[config.mk]
export PLATFORM = sky130hd
export DESIGN_NAME = display_scanner_flat
export DESIGN_NICKNAME = d
export VERILOG_FILES = /design/src/rtl/display_pkg.sv /design/src/rtl/display_scanner_if.sv /design/src/rtl/seg_decoder.sv /design/src/rtl/display_scanner.sv /design/src/flat_wrapper.sv
export SDC_FILE = /design/constraint.sdc
export NUM_CORES = 1
export LEC_CHECK = 0
export BUFFER_PORTS_ARGS = -buffer_cell sky130_fd_sc_hd__buf_2
export CAP_MARGIN = 20
export CORE_UTILIZATION = 42
export DETAILED_ROUTE_END_ITERATION = 16
export GPL_TIMING_DRIVEN = 0
export PLACE_DENSITY_LB_ADDON = 0.2
export SLEW_MARGIN = 20
export SYNTH_ARGS = -nofsm -noshare
export SYNTH_HDL_FRONTEND = slang
export SYNTH_SLANG_ARGS = --single-unit
export TNS_END_PERCENT = 30
[constraint.sdc]
create_clock -name clk -period 3.8 [get_ports clk]
set_input_delay 0.76 -clock clk [delete_from_list [all_inputs] [get_ports clk]]
set_output_delay 0.76 -clock clk [all_outputs]
set_load 0.05 [all_outputs]
[src/rtl/display_pkg.sv]
// display_pkg: shared types, segment patterns and hex decode for display blocks
package display_pkg;
   localparam int NUM_DIGITS = 4;
   typedef logic [NUM_DIGITS-1:0] digit_sel_t;
   typedef logic [6:0] seg_t;
   localparam seg_t SEG_0   = 7'b1000000;
   localparam seg_t SEG_1   = 7'b1111001;
   localparam seg_t SEG_2   = 7'b0100100;
   localparam seg_t SEG_3   = 7'b0110000;
   localparam seg_t SEG_4   = 7'b0011001;
   localparam seg_t SEG_5   = 7'b0010010;
   localparam seg_t SEG_6   = 7'b0000010;
   localparam seg_t SEG_7   = 7'b1111000;
   localparam seg_t SEG_8   = 7'b0000000;
   localparam seg_t SEG_9   = 7'b0010000;
   localparam seg_t SEG_A   = 7'b0001000;
   localparam seg_t SEG_B   = 7'b0000011;
   localparam seg_t SEG_C   = 7'b1000110;
   localparam seg_t SEG_D   = 7'b0100001;
   localparam seg_t SEG_E   = 7'b0000110;
   localparam seg_t SEG_F   = 7'b0001110;
   localparam seg_t SEG_OFF = 7'b1111111;

   function automatic seg_t hex_to_seg(input logic [3:0] n);
      case (n)
         4'h0:    return SEG_0;
         4'h1:    return SEG_1;
         4'h2:    return SEG_2;
         4'h3:    return SEG_3;
         4'h4:    return SEG_4;
         4'h5:    return SEG_5;
         4'h6:    return SEG_6;
         4'h7:    return SEG_7;
         4'h8:    return SEG_8;
         4'h9:    return SEG_9;
         4'hA:    return SEG_A;
         4'hB:    return SEG_B;
         4'hC:    return SEG_C;
         4'hD:    return SEG_D;
         4'hE:    return SEG_E;
         default: return SEG_F;
      endcase
   endfunction
endpackage

[src/rtl/display_scanner_if.sv]
// display_scanner_if: control/data inputs and display drive outputs of the scanner
interface display_scanner_if;
   import display_pkg::*;
   logic       enable;
   logic [15:0] data_in;
   logic [3:0] dp_in;
   logic       load;
   logic       load_ack;
   digit_sel_t sel;
   logic [3:0] an;
   seg_t       seg;
   logic       dp;
   logic       frame_done;
   modport master (
      output enable, data_in, dp_in, load,
      input  load_ack, sel, an, seg, dp, frame_done
   );
   modport slave (
      input  enable, data_in, dp_in, load,
      output load_ack, sel, an, seg, dp, frame_done
   );
endinterface

[src/rtl/seg_decoder.sv]
// seg_decoder: combinational hex nibble to active-low seven-segment pattern
module seg_decoder
   import display_pkg::*;
(
   input  logic [3:0] i_nibble,
   output seg_t       o_seg
);
   assign o_seg = hex_to_seg(i_nibble);
endmodule

[src/rtl/display_scanner.sv]
// display_scanner: four-digit seven-segment scan driver with dead time, blanking and frame-aligned loads
module display_scanner
   import display_pkg::*;
#(
   parameter int REFRESH_DIV   = 100000,
   parameter int DEAD_CYCLES   = 4,
   parameter int BLANK_LEADING = 1
) (
   input logic              clk,
   input logic              reset_n,
   display_scanner_if.slave bus
);
   localparam int PW = $clog2(REFRESH_DIV);

   logic [PW-1:0] r_pcnt, w_pcnt_n;
   digit_sel_t    r_sel, w_sel_n;
   logic [15:0]   r_disp, r_shadow, w_disp_n;
   logic          r_pending, r_load_ack, r_frame_done, r_dp;
   logic [3:0]    r_an, w_an_n, w_blank, w_nib;
   seg_t          r_seg, w_seg;
   logic [1:0]    w_idx;
   logic          w_tick, w_bnd;

   // Next scan position and display value; outputs are registered from these so sel/an/seg/dp move together
   always_comb begin
      w_tick   = bus.enable && (r_pcnt == PW'(REFRESH_DIV - 1));
      w_bnd    = w_tick && r_sel[3];
      w_pcnt_n = (!bus.enable || w_tick) ? '0 : r_pcnt + 1'b1;
      w_sel_n  = w_tick ? {r_sel[2:0], r_sel[3]} : r_sel;
      w_disp_n = (w_bnd && r_pending) ? r_shadow : r_disp;
      w_idx    = w_sel_n[3] ? 2'd3 : w_sel_n[2] ? 2'd2 : w_sel_n[1] ? 2'd1 : 2'd0;
      w_nib    = w_disp_n[{w_idx, 2'b00} +: 4];
      w_blank  = {~|w_disp_n[15:12], ~|w_disp_n[15:8], ~|w_disp_n[15:4], 1'b0} & {4{BLANK_LEADING != 0}};
      w_an_n   = (!bus.enable || (w_pcnt_n < PW'(DEAD_CYCLES)) || w_blank[w_idx]) ? 4'hF : ~w_sel_n;
   end

   seg_decoder u_dec (
      .i_nibble(w_nib),
      .o_seg   (w_seg)
   );

   // Scan state, shadow/pending load path and registered display outputs
   always_ff @(posedge clk or negedge reset_n) begin
      if (!reset_n) begin
         r_pcnt       <= '0;
         r_sel        <= 4'b0001;
         r_disp       <= '0;
         r_shadow     <= '0;
         r_pending    <= 1'b0;
         r_an         <= 4'hF;
         r_seg        <= SEG_OFF;
         r_dp         <= 1'b1;
         r_load_ack   <= 1'b0;
         r_frame_done <= 1'b0;
      end else begin
         r_pcnt       <= w_pcnt_n;
         r_sel        <= w_sel_n;
         r_disp       <= w_disp_n;
         r_shadow     <= bus.load ? bus.data_in : r_shadow;
         r_pending    <= bus.load || (r_pending && !w_bnd);
         r_an         <= w_an_n;
         r_seg        <= w_seg;
         r_dp         <= ~bus.dp_in[w_idx];
         r_load_ack   <= w_bnd && r_pending;
         r_frame_done <= w_bnd;
      end
   end

   assign bus.sel        = r_sel;
   assign bus.an         = r_an;
   assign bus.seg        = r_seg;
   assign bus.dp         = r_dp;
   assign bus.load_ack   = r_load_ack;
   assign bus.frame_done = r_frame_done;
endmodule

[src/flat_wrapper.sv]
// flat-port wrapper written by rule: the top's interface ports become plain ports
module display_scanner_flat import display_pkg::*;
#(
   parameter int REFRESH_DIV   = 100000,
   parameter int DEAD_CYCLES   = 4,
   parameter int BLANK_LEADING = 1
)
  (clk, reset_n, bus_enable, bus_data_in, bus_dp_in, bus_load, bus_load_ack, bus_sel, bus_an, bus_seg, bus_dp, bus_frame_done);
  display_scanner_if bus_i ();
  input logic clk;
  input logic reset_n;
  input wire logic [$bits(bus_i.enable)-1:0] bus_enable;
  input wire logic [$bits(bus_i.data_in)-1:0] bus_data_in;
  input wire logic [$bits(bus_i.dp_in)-1:0] bus_dp_in;
  input wire logic [$bits(bus_i.load)-1:0] bus_load;
  output wire logic [$bits(bus_i.load_ack)-1:0] bus_load_ack;
  output wire logic [$bits(bus_i.sel)-1:0] bus_sel;
  output wire logic [$bits(bus_i.an)-1:0] bus_an;
  output wire logic [$bits(bus_i.seg)-1:0] bus_seg;
  output wire logic [$bits(bus_i.dp)-1:0] bus_dp;
  output wire logic [$bits(bus_i.frame_done)-1:0] bus_frame_done;
  assign bus_i.enable = bus_enable;
  assign bus_i.data_in = bus_data_in;
  assign bus_i.dp_in = bus_dp_in;
  assign bus_i.load = bus_load;
  assign bus_load_ack = bus_i.load_ack;
  assign bus_sel = bus_i.sel;
  assign bus_an = bus_i.an;
  assign bus_seg = bus_i.seg;
  assign bus_dp = bus_i.dp;
  assign bus_frame_done = bus_i.frame_done;
  display_scanner #(.REFRESH_DIV(REFRESH_DIV), .DEAD_CYCLES(DEAD_CYCLES), .BLANK_LEADING(BLANK_LEADING)) u_core (.clk(clk), .reset_n(reset_n), .bus(bus_i));
endmodule
Word-level counts from Yosys, hierarchy flattened --
Memory sizes are Yosys's and may differ from the RTL's. A register that Yosys moved wholly into a read port is not among the register bits. Index checks and enable logic that the tools add are counted.
Word-level totals: output and inout port bits 18, input bits 24, memories kept 1, bits in registers 61, word-level logic and storage cells 45, bits in read-only memories 112
Memories:
- (no name shown) | words 16, bits a word 7, rd ports 1, clocked after memory_dff 1, write ports 0, line display_pkg.sv:25 | case (n)
Operators by class: mux-type cells 11, add/sub/neg operators 1, shift operators 1, order comparisons 2, equal/unequal tests 1, reductions and logical operators 17, bitwise gates (word level) 2
Operators with widths (number):
- adder 17 x 1 -> 17 bit, second input constant | 1
- == test 17 bit, second input constant | 1
- < comparator 17 x 3 -> 1 bit, second input constant | 1
- 2-to-1 mux 17 bit | 1
- 2-to-1 mux 16 bit | 1
- indexed part select 16 x 5 -> 4 bit | 1
- OR reduction 12 bit | 1
- 2-to-1 mux 4 bit | 2
- OR reduction 8 bit | 1
- zero test 1 bit | 6
- binary-select mux 1 bit (select 2 bit) | 2
- logical AND 1 bit | 4
- logical OR 1 bit | 4
- 2-to-1 mux 2 bit | 2
- NOT 4 bit | 1
- OR reduction 4 bit | 1
- < comparator 2 x 3 -> 1 bit, second input constant | 1
- 2-to-1 mux 1 bit | 3
- NOT 1 bit | 1

Depth between registers and ports, before layout --
word-level depth 11, gate-level depth with buffers 13

Hierarchy --
From an unflattened synthesis, not the netlist that was laid out.
Unflattened totals: cell total of the unflattened synthesis 293, area, all modules 3428.3 um^2
Modules (own cells, without submodules):
- display_scanner | cells an instance 261, times used 1, area each 3153.0 um^2
- seg_decoder | cells an instance 32, times used 1, area each 275.3 um^2

Worst setup path before layout --
Ideal clock, no wire load.
kind input -> register, from in bus_enable, to reg u_core.r_seg[4] (netlist: u_core.bus.seg[4]), data arrival time 2963 ps, setup slack 765 ps, cell stages on the path 10, library setup time 72 ps, buffers on the path 2, cell sequence buf_2 > nand3_1 > nor3_4 > buf_6 > mux2_2 > o221ai_1 > inv_1 > ha_1 > mux2_2 > o21ai_1
RTL lines:
- start, declared | line flat_wrapper.sv:12 | input wire logic [$bits(bus_i.enable)-1:0] bus_enable;
- logical AND 1 bit | line display_scanner.sv:26 | w_tick = bus.enable && (r_pcnt == PW'(REFRESH_DIV - 1));
- logical AND 1 bit | line display_scanner.sv:27 | w_bnd = w_tick && r_sel[3];
- logical AND 1 bit | line display_scanner.sv:30 | w_disp_n = (w_bnd && r_pending) ? r_shadow : r_disp;
- 2-to-1 mux 16 bit | line display_scanner.sv:30
- net u_core.w_disp_n[13] | line display_scanner.sv:17 | logic [15:0] r_disp, r_shadow, w_disp_n;
- indexed part select 16 x 5 -> 4 bit | line display_scanner.sv:32 | w_nib = w_disp_n[{w_idx, 2'b00} +: 4];
- end, declared | line display_scanner.sv:20 | seg_t r_seg, w_seg;
The timed path passes the listed nets, and every way through them passes these cells. A chain may end at the register's enable or synchronous reset.

Final worst setup path --
from reg u_core.r_pcnt[0], to reg u_core.r_seg[4] (netlist: u_core.bus.seg[4])
On the way: word-level cells in the longest chain between the ends 7
RTL lines:
- start, declared | line display_scanner.sv:15 | logic [PW-1:0] r_pcnt, w_pcnt_n;
- start signal, assigned | line display_scanner.sv:56 | r_pcnt <= w_pcnt_n;
- == test 17 bit * | line display_scanner.sv:26
- logical AND 1 bit * | line display_scanner.sv:26
- 2-to-1 mux 4 bit | line display_scanner.sv:29 | w_sel_n = w_tick ? {r_sel[2:0], r_sel[3]} : r_sel;
- 2-to-1 mux 1 bit | line display_scanner.sv:31 | w_idx = w_sel_n[3] ? 2'd3 : w_sel_n[2] ? 2'd2 : w_sel_n[1] ? 2'd1 : 2'd0;
- 2-to-1 mux 2 bit (2 in a row) | line display_scanner.sv:31
- indexed part select 16 x 5 -> 4 bit * | line display_scanner.sv:32
Every way passes the cells marked *; elsewhere a longest branch is shown, timed or not.

==> metrics.md <==
| Metric | Value |
|---|---|
| Clock power frac | 44.8% |
| Final Cycle Share | 89.1% |
| Initial antenna violation count | 0 |
| DIE HEIGHT | 92.6 um |
| Setup Buffers After CTS | 0 |
| Cells after synthesis | 298 |
| Core ar. | 7850 um2 |
| Fmax achieved | 295 MHz |
| Layout Cells excl Fill | 456 |
| Total CTS buffers | 9 |
| Outcome | complete, no violations |
| Post-synth EDFFs | 0 |
| First-pass GRT wire length | 11.5 mm |
| Post-DP HPWL | 5.12 mm |
| Final hold viol count | 0 |
| Data required, critical path | 4.08 ns |
| Static Leak | 1.90 nW |
| Worst Path Arrival | 3.67 ns |
| Switching share of power | 23.3% |
| FF-to-FF End | u_core.bus.seg[4]$_DFF_PN1_ |
| Min cycle time layout | 3.39 ns |
| Die width | 92.6 um |
| CTS tree | done |
| Max-Cap Viols | 0 |
| Worst hold path class | input port to async pin |
| Grt total ovfl | 0 |
| DRC | 0 |
| Actual slew at the worst max-slew pin | 0.681 ns |
| Unrepaired setup endpoints after global routing | no |
| Clock-pin slew on the worst setup and hold paths | 0.08 ns |
| Post_cts resized | 0 |
| CP peak stage delay | 0.46 ns |
| Count of different cell masters after synthesis | 57 |
| Max-slew headroom | 54.3% |
| Flop pwr share | 50.6% |
| Mapped Area | 3450 um2 |
| Cts hold-fix bufs | 0 |
| Most used cells in the layout excluding fill and tap cells | 55 x dfrtp_1, 44 x buf_2, 27 x mux2_2, 21 x inv_1, 21 x nor2_1 |
| Clock tree root buffer cell | clkbuf_8 |
| All-Layer GR Usage | 17.5% |
| Syn_area_per_cell | 11.6 um2 |
| Share of layout cells above drive strength 1 | 35.9% |
| Pwr/cell area | 371 nW/um2 |
| Slew Limit Fails | 0 |
| Port bufs | 39 |
| Crit Path Class | flip-flop to flip-flop |
| Clock skew | 0.0139 ns |
| Post-synthesis sequential area ratio | 49.8% |
| Inst Count DP | 440 |
| Post-synthesis net count | 329 |
| Final setup fails | 0 |
| Clock latency at the later pin of the worst-skew pair | 0.35 ns |
| Synth async-reset ratio | 100% |
| Critical path, cell by cell | ha_1, and4_4, nand3_4, nor3_4, buf_6, mux2i_1, mux2i_1, o221ai_2, inv_1, ha_1, mux2_2, o21ai_1 |
| Vias in the first global route | 2269 |
| FF+latch area | 1720 um2 |
| Layout fillers | 726 |
| Max stage delay cell, worst path | nor3_4 |
| Largest net degree at the start of global routing | 45 |
| Top Ports | 42 |
| Max IR drop VDD | 0.190 mV |
| Sw Pwr | 0.349 mW |
| Pre-antenna DRT Iters | 4 |
| Final wirelength | 6.95 mm |
| Maximum clock path buffer count | 2 |
| Yosys Warn Count | 0 |
| Hold Slack | 0.315 ns |
| R2R cell count | 12 |
| Final WS setup | 0.415 ns |
| FF-to-FF setup slack | 0.41 ns |
| Drt wl/cell | 15.2 um |
| Area occupied by multi-input gates | 1600 um2 |
| Reg-to-reg startpoint | u_core.r_pcnt[0]$_DFF_PN0_ |
| Cell Rows | 32 |
| Die area | 8580 um2 |
| Area delta synth->final | 17.2% |
| Via density | 5.22 |
| Vias | 2381 |
| Final ANT Viol Nets | 0 |
| Yosys reg bits | 68 |
| Nets | 380 |
| Routability congestion estimate from global placement | 0.842 |
| Sink Count | 68 |
| CP startpoint kind | flip-flop |
| Crit-path max FO | 10 |
| Initial DRC count | 217 |
| CTS H-tree lvls | 3 |
| Starting Density | 43.9% |
| Setup TNS | 0 ns |
| Pint | 1.15 mW |
| Main synth FF type | dfrtp_1 |
| Commonest non-fill, non-tap cell in the layout | dfrtp_1 |
| Dpl ws | 0.210 ns |
| Nature of the critical path endpoint | flip-flop |
| Logic pwr share | 4.6% |
| ANT cells | 0 |
==> registers in the layout, indices dropped and copies added, names as in the netlist, 4 cells and up <==
name and cells:
u_core.bus.an 4, u_core.bus.seg 7, u_core.bus.sel 4, u_core.r_disp 16, u_core.r_pcnt 17, u_core.r_shadow 16
==> cell families (layout without fill, tap and decap cells) <==
family | count (synthesis) | count (layout) | share of synthesized area (%)
AO/OA/AOI/OAI | 39 | 39 | 9.76
XOR/XNOR | 18 | 18 | 4.57
adder cells (fa/ha/maj) | 7 | 7 | 2.54
buffers and inverters | 34 | 90 | 4.39
flip-flops | 68 | 68 | 49.8
multiplexers | 45 | 45 | 14.2
AND/OR/NAND/NOR | 87 | 87 | 14.7
==> worst max path at each step <==
stage,start,end,slack [ns],cells past startpoint
2_1_floorplan,bus_enable,u_core.bus.seg[4]$_DFF_PN1_,0.77,10
3_3_place_gp,u_core.r_pcnt[0]$_DFF_PN0_,u_core.bus.seg[4]$_DFF_PN1_,0.31,12
3_5_place_dp,u_core.r_pcnt[0]$_DFF_PN0_,u_core.bus.seg[4]$_DFF_PN1_,0.21,12
4_1_cts,u_core.r_pcnt[0]$_DFF_PN0_,u_core.bus.seg[4]$_DFF_PN1_,0.19,12
5_1_grt,u_core.r_pcnt[0]$_DFF_PN0_,u_core.bus.seg[5]$_DFF_PN1_,0.14,13
6_report,u_core.r_pcnt[0]$_DFF_PN0_,u_core.bus.seg[4]$_DFF_PN1_,0.41,12
==> area by class of cell <==
class / count / area share [%]
well taps: 102 / 3.16
clock buffers: 9 / 3.07
repair buffers: 40 / 5.57
multi-input cells: 196 / 39.5
clock inverters: 7 / 2.45
plain buffers: 12 / 1.70
flip-flops and latches: 68 / 42.5
inverters: 22 / 2.04
==> per-stage QoR <==
step                total power [mW]  utilization (%)  instance area, um2
floorplan                      0.804                -                3450
global placement               0.839             48.1                3770
detailed placement             0.845             48.4                3800
CTS                             1.52             51.3                4020
global route                    1.56             51.5                4040
finish                          1.50             51.5                4040
==> routing by layer <==
layer  vias to the layer above  GRT usage (%)  routed length (um)  share of wire (%)
li1                       1164              -                   -                  -
met1                      1148           26.3                3470                 50
met2                        59           24.4                3010                 43
met3                        10           3.28                 329                4.7
met4                         0           7.69                 141                2.0
met5                         -              0                   0                  0
==> critical path, delay by kind of cell (launching register included) <==
family	cells	cell delay, ns
multiplexers	3	0.69
buffers and inverters	2	0.39
AO/OA/AOI/OAI	2	0.46
flip-flops	1	0.38
AND/OR/NAND/NOR	3	0.86
adder cells (fa/ha/maj)	2	0.52
==> cells in the mapped netlist (6+ instances only) <==
master | count | area share [%]
a21oi_1 | 6 | 0.87
buf_2 | 6 | 0.87
dfrtp_1 | 55 | 40
dfstp_2 | 13 | 9.9
ha_1 | 7 | 2.5
inv_1 | 21 | 2.3
mux2_2 | 27 | 8.8
mux2i_1 | 17 | 4.9
nand2_1 | 15 | 1.6
nand3_1 | 12 | 1.7
nor2_1 | 21 | 2.3
nor3_1 | 8 | 1.2
xnor2_1 | 11 | 2.8
xor2_1 | 7 | 1.8
==> power groups by stage <==
stage | registers [mW] | logic, mW | clock network [mW]
2_1_floorplan | 0.770 | 0.0341 | 0
5_1_grt | 0.762 | 0.0787 | 0.718
3_5_place_dp | 0.774 | 0.0718 | 0
3_3_place_gp | 0.773 | 0.0660 | 0
4_1_cts | 0.760 | 0.0719 | 0.690
6_report | 0.760 | 0.0696 | 0.672
Note: power is estimated with default switching activity, not from simulation.
